--- config.mk ---
export PLATFORM = sky130hd
export DESIGN_NAME = imem_fetch_ctrl
export DESIGN_NICKNAME = d
export VERILOG_FILES = /design/src/rtl/imem_fetch_ctrl.sv
export SDC_FILE = /design/constraint.sdc
export NUM_CORES = 1
export LEC_CHECK = 0
export BUFFER_PORTS_ARGS = -buffer_cell sky130_fd_sc_hd__buf_2
export CAP_MARGIN = 20
export CORE_MARGIN = 1
export CORE_UTILIZATION = 58
export CTS_CLUSTER_SIZE = 30
export DETAILED_ROUTE_END_ITERATION = 16
export HOLD_SLACK_MARGIN = 0.02
export PLACE_DENSITY = 0.86
export RECOVER_POWER = 50
export REMOVE_ABC_BUFFERS = 1
export SYNTH_ARGS = -nofsm -noshare
export SYNTH_HDL_FRONTEND = slang
export SYNTH_SLANG_ARGS = --single-unit
--- constraint.sdc ---
create_clock -name clk_i -period 6.2 [get_ports clk_i]
set_input_delay 0.93 -clock clk_i [delete_from_list [all_inputs] [get_ports clk_i]]
set_output_delay 0.93 -clock clk_i [all_outputs]
set_load 0.05 [all_outputs]
--- src/rtl/imem_fetch_ctrl.sv ---
// rtl/imem_fetch_ctrl.sv - byte-wide IMEM port sequencer shared by fetch unit and program loader
// Loader has priority in IDLE; fetches assemble four big-endian byte reads into one instruction.
module imem_fetch_ctrl #(
   parameter int unsigned IMEM_SIZE = 4096,
   parameter int unsigned ADDR_W    = 64
) (
   input  logic              clk_i,
   input  logic              rst_ni,
   input  logic              fetch_valid_i,
   input  logic [ADDR_W-1:0] fetch_addr_i,
   output logic              fetch_ready_o,
   input  logic              flush_i,
   output logic [31:0]       instr_o,
   output logic              instr_valid_o,
   input  logic              instr_ready_i,
   output logic              fetch_err_o,
   input  logic              ld_valid_i,
   input  logic [ADDR_W-1:0] ld_addr_i,
   input  logic [7:0]        ld_data_i,
   output logic              ld_ready_o,
   output logic              ld_err_o,
   output logic [ADDR_W-1:0] mem_addr_o,
   output logic              mem_we_o,
   output logic [7:0]        mem_wdata_o,
   input  logic [7:0]        mem_rdata_i
);

   localparam logic [ADDR_W-1:0] SIZE    = ADDR_W'(IMEM_SIZE);
   localparam logic [ADDR_W-1:0] LAST_OK = ADDR_W'(IMEM_SIZE - 4);

   typedef enum logic [1:0] {IDLE, WRITE, READ, RESP} state_t;

   state_t            state_q, state_d;
   logic [2:0]        cnt_q, cnt_d;
   logic [2:0]        cnt_nxt;
   logic [ADDR_W-1:0] base_q, base_d;
   logic [23:0]       shreg_q, shreg_d;
   logic [31:0]       instr_q, instr_d;
   logic              instr_valid_q, instr_valid_d;
   logic              fetch_err_q, fetch_err_d;
   logic              ld_err_q, ld_err_d;
   logic [ADDR_W-1:0] mem_addr_q, mem_addr_d;
   logic              mem_we_q, mem_we_d;
   logic [7:0]        mem_wdata_q, mem_wdata_d;
   logic              ld_acc, fetch_acc;

   // Readies are held low while reset is asserted so nothing is handshaken during reset.
   assign ld_ready_o    = rst_ni && (state_q == IDLE);
   assign fetch_ready_o = rst_ni && (state_q == IDLE) && !ld_valid_i && !flush_i;
   assign ld_acc        = ld_valid_i && ld_ready_o;
   assign fetch_acc     = fetch_valid_i && fetch_ready_o;
   assign cnt_nxt       = cnt_q + 3'd1;

   always_comb begin
      state_d       = state_q;
      cnt_d         = cnt_q;
      base_d        = base_q;
      shreg_d       = shreg_q;
      instr_d       = instr_q;
      instr_valid_d = instr_valid_q;
      fetch_err_d   = fetch_err_q;
      ld_err_d      = 1'b0;
      mem_addr_d    = mem_addr_q;
      mem_we_d      = 1'b0;
      mem_wdata_d   = mem_wdata_q;
      case (state_q)
         IDLE: begin
            if (ld_acc) begin
               if (ld_addr_i < SIZE) begin
                  state_d     = WRITE;
                  mem_we_d    = 1'b1;
                  mem_addr_d  = ld_addr_i;
                  mem_wdata_d = ld_data_i;
               end else begin
                  ld_err_d = 1'b1;
               end
            end else if (fetch_acc) begin
               if ((fetch_addr_i[1:0] != 2'b00) || (fetch_addr_i > LAST_OK)) begin
                  state_d       = RESP;
                  fetch_err_d   = 1'b1;
                  instr_d       = 32'h0;
                  instr_valid_d = 1'b1;
               end else begin
                  state_d    = READ;
                  base_d     = fetch_addr_i;
                  mem_addr_d = fetch_addr_i;
                  cnt_d      = 3'd0;
               end
            end
         end
         WRITE: state_d = IDLE;
         READ: begin
            // cnt_q counts READ cycles; the byte for address k arrives when cnt_q == k+1.
            if (flush_i) begin
               state_d = IDLE;
            end else begin
               cnt_d = cnt_nxt;
               if (cnt_q < 3'd3) begin
                  mem_addr_d = base_q + ADDR_W'(cnt_nxt);
               end
               if (cnt_q == 3'd4) begin
                  instr_d       = {shreg_q, mem_rdata_i};
                  fetch_err_d   = 1'b0;
                  instr_valid_d = 1'b1;
                  state_d       = RESP;
               end else if (cnt_q != 3'd0) begin
                  shreg_d = {shreg_q[15:0], mem_rdata_i};
               end
            end
         end
         RESP: begin
            if (flush_i || instr_ready_i) begin
               instr_valid_d = 1'b0;
               state_d       = IDLE;
            end
         end
         default: state_d = IDLE;
      endcase
   end

   always_ff @(posedge clk_i or negedge rst_ni) begin
      if (!rst_ni) begin
         state_q       <= IDLE;
         cnt_q         <= 3'd0;
         base_q        <= '0;
         shreg_q       <= 24'h0;
         instr_q       <= 32'h0;
         instr_valid_q <= 1'b0;
         fetch_err_q   <= 1'b0;
         ld_err_q      <= 1'b0;
         mem_addr_q    <= '0;
         mem_we_q      <= 1'b0;
         mem_wdata_q   <= 8'h0;
      end else begin
         state_q       <= state_d;
         cnt_q         <= cnt_d;
         base_q        <= base_d;
         shreg_q       <= shreg_d;
         instr_q       <= instr_d;
         instr_valid_q <= instr_valid_d;
         fetch_err_q   <= fetch_err_d;
         ld_err_q      <= ld_err_d;
         mem_addr_q    <= mem_addr_d;
         mem_we_q      <= mem_we_d;
         mem_wdata_q   <= mem_wdata_d;
      end
   end

   assign instr_o       = instr_q;
   assign instr_valid_o = instr_valid_q;
   assign fetch_err_o   = fetch_err_q;
   assign ld_err_o      = ld_err_q;
   assign mem_addr_o    = mem_addr_q;
   assign mem_we_o      = mem_we_q;
   assign mem_wdata_o   = mem_wdata_q;

endmodule

==> results.yml, run 1 <==
run_status:
  status: "finished with violations"
  violations: "max-capacitance violations, max-slew violations"
logic_synthesis:
  ys.flop_type: "dfrtp_1"
  synthTopCellsByArea: "dfrtp_1 50%, mux2_2 7.6%, nand2_1 6.4%"
  synth_edf_count: 0
  synth_top_area_share_pct: 50.1
  yosysSeqAreaShare_pct: 50.1
  avgSynthCellArea_um2: 10.0
  synth_warnings: 0
  async_flop_share_pct: 100
  ys_types: 59
  synthesis.instances: 1003
  netlist_area_mm2: 0.0100
  synth-seq-cells: 201
  synth_top_cell_by_area: "dfrtp_1"
sta:
  fin_setup_tns_ns: 0
  worst_pin_slew_ns: 3.29
  setup_ws_ns: 1.44
  finalMaxSlewViolations: 65
  finClkSkew_ns: 0.0139
  grt_setup_unrepaired: "false"
  period_share_pct: 76.7
  finalSetupViolCount: 0
  fin_crit_ns: 4.76
  hold_violations: 0
  max_freq_mhz: 210
  relSlewSlack_pct: -119
worst_setup_path:
  r2r_slack_ns: 1.44
  critPathTopFamily: "buffers and inverters"
  slowest_stage: "nor2_4"
  critical_path.most_common_cell: "inv_1"
  path_buf_inv: 4
  r2r_cells: 10
  slowest_delay_ns: 0.81
  regToRegEndpoint: "mem_addr_o[7]"
  path_cells: "inv_1, ha_1, buf_4, inv_1, nand2_1, a22oi_1, o211ai_1, nor2_4, buf_12, mux2_2"
  cp-start-kind: "register"
  r2r_start: "state_q[0]"
  worstSetupPathType: "register to register"
  required_ns: 6.58
  critPathMaxFanout: 71
  worst_ep_arrival_time_ns: 5.14
  cp-end-kind: "register"
flow_run:
  maxCapViolations: 1
die:
  die_w_um: 134
  io_pins: 260
  fp.dieH_um: 134
  start_util_pct: 59.9
  core-area_mm2: 0.0168
  rows: 47
  dieArea_mm2: 0.0178
cts:
  holdBufCountCts: 0
  cts_setup_buffers: 0
  htree_levels: 1
  cts-root-buf: "clkbuf_16"
  cts_max_path_buffers: 3
  clock_sinks: 201
  clkTransAtPathRegs_ns: 0.06
  cts_tree: "built"
  cts_resized: 0
  clock_latency_ns: 0.50
  cts_made_buffers: 22
power_and_ir_drop:
  leakage_nw: 5.42
  ir_drop_mv: 0.374
  power.density_mw_per_mm2: 421
finish:
  fin_nets: 1406
  fill_cells: 1262
  area_delta_synth_final_pct: 20.5
  drive_gt1_share_pct: 22.2
worst_hold_path:
  hold_class: "primary input to asynchronous set/reset pin"
placed_design:
  gp_congestion: 0.882
  io_buffer_count: 259
  dp_slack_ns: 1.47
  hpwl_um: 18600
global_route:
  grt_overflow: 0
  grt_pass1_vias: 8448
  grt_pass1_wl_um: 42100
  grt_use_total_pct: 29.8
  antenna_found_initial: 2
  grt_max_degree: 75
route:
  drt_iter0_drc: 517
  drtAntennaViolNets: 0
  postRouteWirelength_um: 26500
  dr.pass1.iters: 5
  num_vias: 8658
  viasPerCell: 5.83
  drc: 0
  routedWlPerCell_um: 17.9
## layout by cell type (no fill, tap or decap), drive strengths merged, types with 35 or more instances in the layout
cell	synthesis	layout
nand2	170	170
o21ai	73	73
and2	55	55
inv	45	45
dfrtp	201	201
clkbuf	29	145
mux2i	35	35
buf	19	157
nor4	45	45
mux2	68	68
## logic make-up after synthesis
family / synth area share, %
DFF: 50.1
xor gates and xnor gates: 2.70
adders and majority gates: 1.20
muxes: 11.1
AOI/OAI and AO/OA: 9.25
and+or+nand+nor: 21.7
buffers and inverters: 3.95
## synthesized netlist by cell type (4+ instances only)
master and instances:
o31a_1 11, o31ai_1 5, a31oi_1 5, nor4_1 42, ha_1 8, o21a_1 4
clkbuf_1 28, buf_2 7, nor2_1 22, or3_1 6, or4_1 8, o21ai_1 4
nor3_1 13, nor2b_1 4, o2bb2ai_1 6, and4_1 6, mux2i_1 35, inv_1 45
nand2_1 170, nand3_1 31, nand4_1 25, buf_4 10, mux2_2 68, xor2_1 19
dfrtp_1 201, xnor2_1 12, a21oi_1 30, and2_1 55, and3_1 15, o21ai_0 69
## per-layer routing
| layer | vias to the layer above | routed length [um] | track usage, % |
|---|---|---|---|
| li1 | 4023 | - | - |
| met5 | - | 0 | 0 |
| met3 | 86 | 1570 | 3.50 |
| met4 | 0 | 1310 | 16.2 |
| met2 | 361 | 13300 | 51.2 |
| met1 | 4188 | 10400 | 36.7 |
## registers in the layout, summed over array words and instances (netlist names)
| name | flops |
|---|---|
| base_q | 64 |
| mem_addr_o | 64 |
| instr_o | 32 |
| shreg_q | 24 |
| mem_wdata_o | 8 |
| cnt_q | 3 |
| state_q | 2 |
| fetch_err_o | 1 |
| instr_valid_o | 1 |
| ld_err_o | 1 |
| mem_we_o | 1 |
## stage by stage
step                      cells  total power [mW]  area [um2]  util (%)  hold WS [ns]
after floorplan             955              3.24        9810         -         0.445
after global routing       1485              5.33       12100      72.2         0.466
after detailed placement   1442              3.84       11500      68.6         0.465
final                      1485              5.09       12100      72.2         0.427
after CTS                  1482              5.17       12300      73.1         0.444
after global placement     1442              3.78       11500      68.6         0.458
## how the worst max path moves through the flow
| stage | start | to | slack [ns] | depth (start not counted) |
|---|---|---|---|---|
| finish | state_q[0] | mem_addr_o[7] | 1.44 | 10 |
| global route | rst_ni | instr_o[24] | 1.04 | 3 |
| CTS | state_q[0] | mem_addr_o[42] | 1.96 | 9 |
| detailed placement | rst_ni | mem_addr_o[42] | 1.47 | 8 |
| global placement | rst_ni | mem_addr_o[11] | 1.61 | 8 |
| floorplan | state_q[0] | mem_addr_o[43] | 1.24 | 8 |
## power by group
group / internal, mW / switching [mW]
Combinational: 0.564 / 1.46
Sequential: 1.58 / 0.152
Clock: 0.817 / 0.517
## layout make-up
class	instances	area [um2]	share of cell area [%]
flip-flops and latches	201	5030	41.6
multi-input cells	709	4610	38.1
repair buffers	268	1250	10.3
clock buffers	34	697	5.76
well taps	220	275	2.28
inverters	45	169	1.40
clock inverters	6	66.3	0.548
diodes	2	5.00	0.0414
Note: power is estimated with default switching activity, not from simulation.
==> inputs of run 2 (changes only) <==
Settings changed: CORE_UTILIZATION 58 to 48, PLACE_DENSITY 0.86 to 0.76.
Clock period 6.2 ns to 4.1 ns, I/O delays scaled along.
==> run 2 against run 1 <==
Effect of this change: maximum frequency rose by 44%; cell count rose by 3.9%; global-route usage fell by 4.1 points; non-clock buffer count rose by 11; wire length rose by 4.3%; largest cell class unchanged; sequential power rose by 51%; largest power group unchanged; via count fell by 1.3%; the flow still finishes with violations (max-capacitance violations, max-slew violations); setup slack got worse by 0.64 ns.
==> results.yml, run 2 (synthesized netlist as in run 1, its figures left out) <==
finish:
  fin_nets: 1417
  drive_gt1_share_pct: 22.9
  final_common_cell: "dfrtp_1"
  area_delta_synth_final_pct: 22.4
  layout_common_cells: "201 x dfrtp_1, 170 x nand2_1, 150 x buf_2"
run_status:
  status: "finished with violations"
  violations: "max-capacitance violations, max-slew violations"
sta:
  fin_crit_ns: 3.30
  max_freq_mhz: 303
  grt_setup_unrepaired: "false"
  finalSetupViolCount: 0
  setup_ws_ns: 0.802
  finalMaxSlewViolations: 77
  worst_pin_slew_ns: 1.82
  finClkSkew_ns: 0.0182
  relSlewSlack_pct: -21.6
  period_share_pct: 80.4
  hold_violations: 0
  fin_setup_tns_ns: 0
cts:
  htree_levels: 1
  clock_sinks: 201
  clkTransAtPathRegs_ns: 0.06
  cts_max_path_buffers: 3
  cts_made_buffers: 22
  holdBufCountCts: 0
  cts_tree: "built"
  cts_resized: 0
  cts_setup_buffers: 0
  cts-root-buf: "clkbuf_16"
  clock_latency_ns: 0.50
die:
  dieArea_mm2: 0.0215
  die_w_um: 147
  fp.dieH_um: 147
  rows: 52
  start_util_pct: 49.3
  core-area_mm2: 0.0204
  io_pins: 260
global_route:
  grt_pass1_vias: 8375
  grt_overflow: 0
  grt_pass1_wl_um: 43600
  grt_use_total_pct: 25.6
  grt_max_degree: 80
  antenna_found_initial: 1
worst_setup_path:
  cp-end-kind: "register"
  regToRegEndpoint: "mem_addr_o[49]"
  required_ns: 4.49
  cp-start-kind: "register"
  slowest_delay_ns: 0.46
  critPathMaxFanout: 5
  startpoint: "cnt_q[0]"
  worstSetupPathType: "register to register"
  r2r_cells: 10
  r2r_start: "cnt_q[0]"
  worst_ep_arrival_time_ns: 3.69
  r2r_slack_ns: 0.80
  slowest_stage: "nor4_2"
  path_cells: "ha_1, nor2b_1, or2_2, ha_1, o211ai_1, nor4_2, nand3_1, o311ai_0, o41ai_1, mux2_2"
  critical_path.most_common_cell: "ha_1"
route:
  dr.pass1.iters: 5
  num_vias: 8544
  drc: 0
  routedWlPerCell_um: 17.9
  drtAntennaViolNets: 0
  drt_iter0_drc: 422
  postRouteWirelength_um: 27700
  viasPerCell: 5.54
placed_design:
  io_buffer_count: 259
  dp_slack_ns: 0.532
  hpwl_um: 20200
  gp_congestion: 0.822
power_and_ir_drop:
  power.density_mw_per_mm2: 635
  power_frac_seq_pct: 33.5
  total_power_mw: 7.80
  ir_drop_mv: 0.404
  p_int_mw: 4.59
  share_comb_of_total_power_pct: 39.4
  clockPowerShare_pct: 27.2
  switching_share_pct: 41.1
  leakage_nw: 5.51
  power_switching_mw: 3.21
worst_hold_path:
  hold_class: "primary input to asynchronous set/reset pin"
flow_run:
  maxCapViolations: 1
-- run 2: area by class of cell --
| type | count | area, um2 |
|---|---|---|
| fillers | 1796 | 8080 |
| flip-flops and latches | 201 | 5030 |
| multi-input cells | 709 | 4630 |
| repair buffers | 279 | 1330 |
| clock buffers | 33 | 693 |
| well taps | 270 | 338 |
| inverters | 45 | 169 |
| clock inverters | 5 | 100 |
| diodes | 1 | 2.50 |
-- run 2: how the worst max path moves through the flow --
stage / end / slack [ns] / depth (start not counted)
floorplan: mem_addr_o[43] / -0.86 / 8
global placement: instr_o[4] / 0.66 / 7
detailed placement: instr_o[15] / 0.53 / 7
CTS: mem_addr_o[49] / 0.82 / 10
global route: mem_addr_o[49] / 0.57 / 10
finish: mem_addr_o[49] / 0.80 / 10
-- run 2: critical path: cells and delay by family, from the launching register on --
kind | cells | cell delay (ns)
AOI/OAI and AO/OA | 3 | 0.77
adders and majority gates | 2 | 0.56
and+or+nand+nor | 4 | 1.20
DFF | 1 | 0.40
muxes | 1 | 0.27
-- run 2: per-stage QoR --
| stage | util [%] | std cells | hold WS [ns] | instance area, um2 |
|---|---|---|---|---|
| finish | 60.3 | 1543 | 0.0553 | 12300 |
| global route | 60.3 | 1543 | 0.0846 | 12300 |
| CTS | 61.0 | 1541 | 0.0636 | 12400 |
| detailed placement | 57.1 | 1503 | 0.467 | 11600 |
| global placement | 57.1 | 1503 | 0.459 | 11600 |
| floorplan | - | 955 | 0.319 | 9810 |
-- run 2: layer usage --
layer | up-vias | share of wire, % | wire length, um | GRT usage [%]
li1 | 4044 | - | - | -
met2 | 295 | 51 | 14200 | 45.8
met1 | 4156 | 40 | 11000 | 31.9
met3 | 49 | 5.6 | 1550 | 3.28
met4 | 0 | 3.0 | 840 | 8.54
met5 | - | 0 | 0 | 0
-- run 2: power by group through the flow --
stage | sequential, mW | combinational, mW | clock [mW]
after floorplan | 3.65 | 1.24 | 0
after global placement | 2.62 | 3.12 | 0
after detailed placement | 2.64 | 3.18 | 0
after CTS | 2.61 | 3.19 | 2.16
after global routing | 2.67 | 3.27 | 2.24
final | 2.61 | 3.07 | 2.12
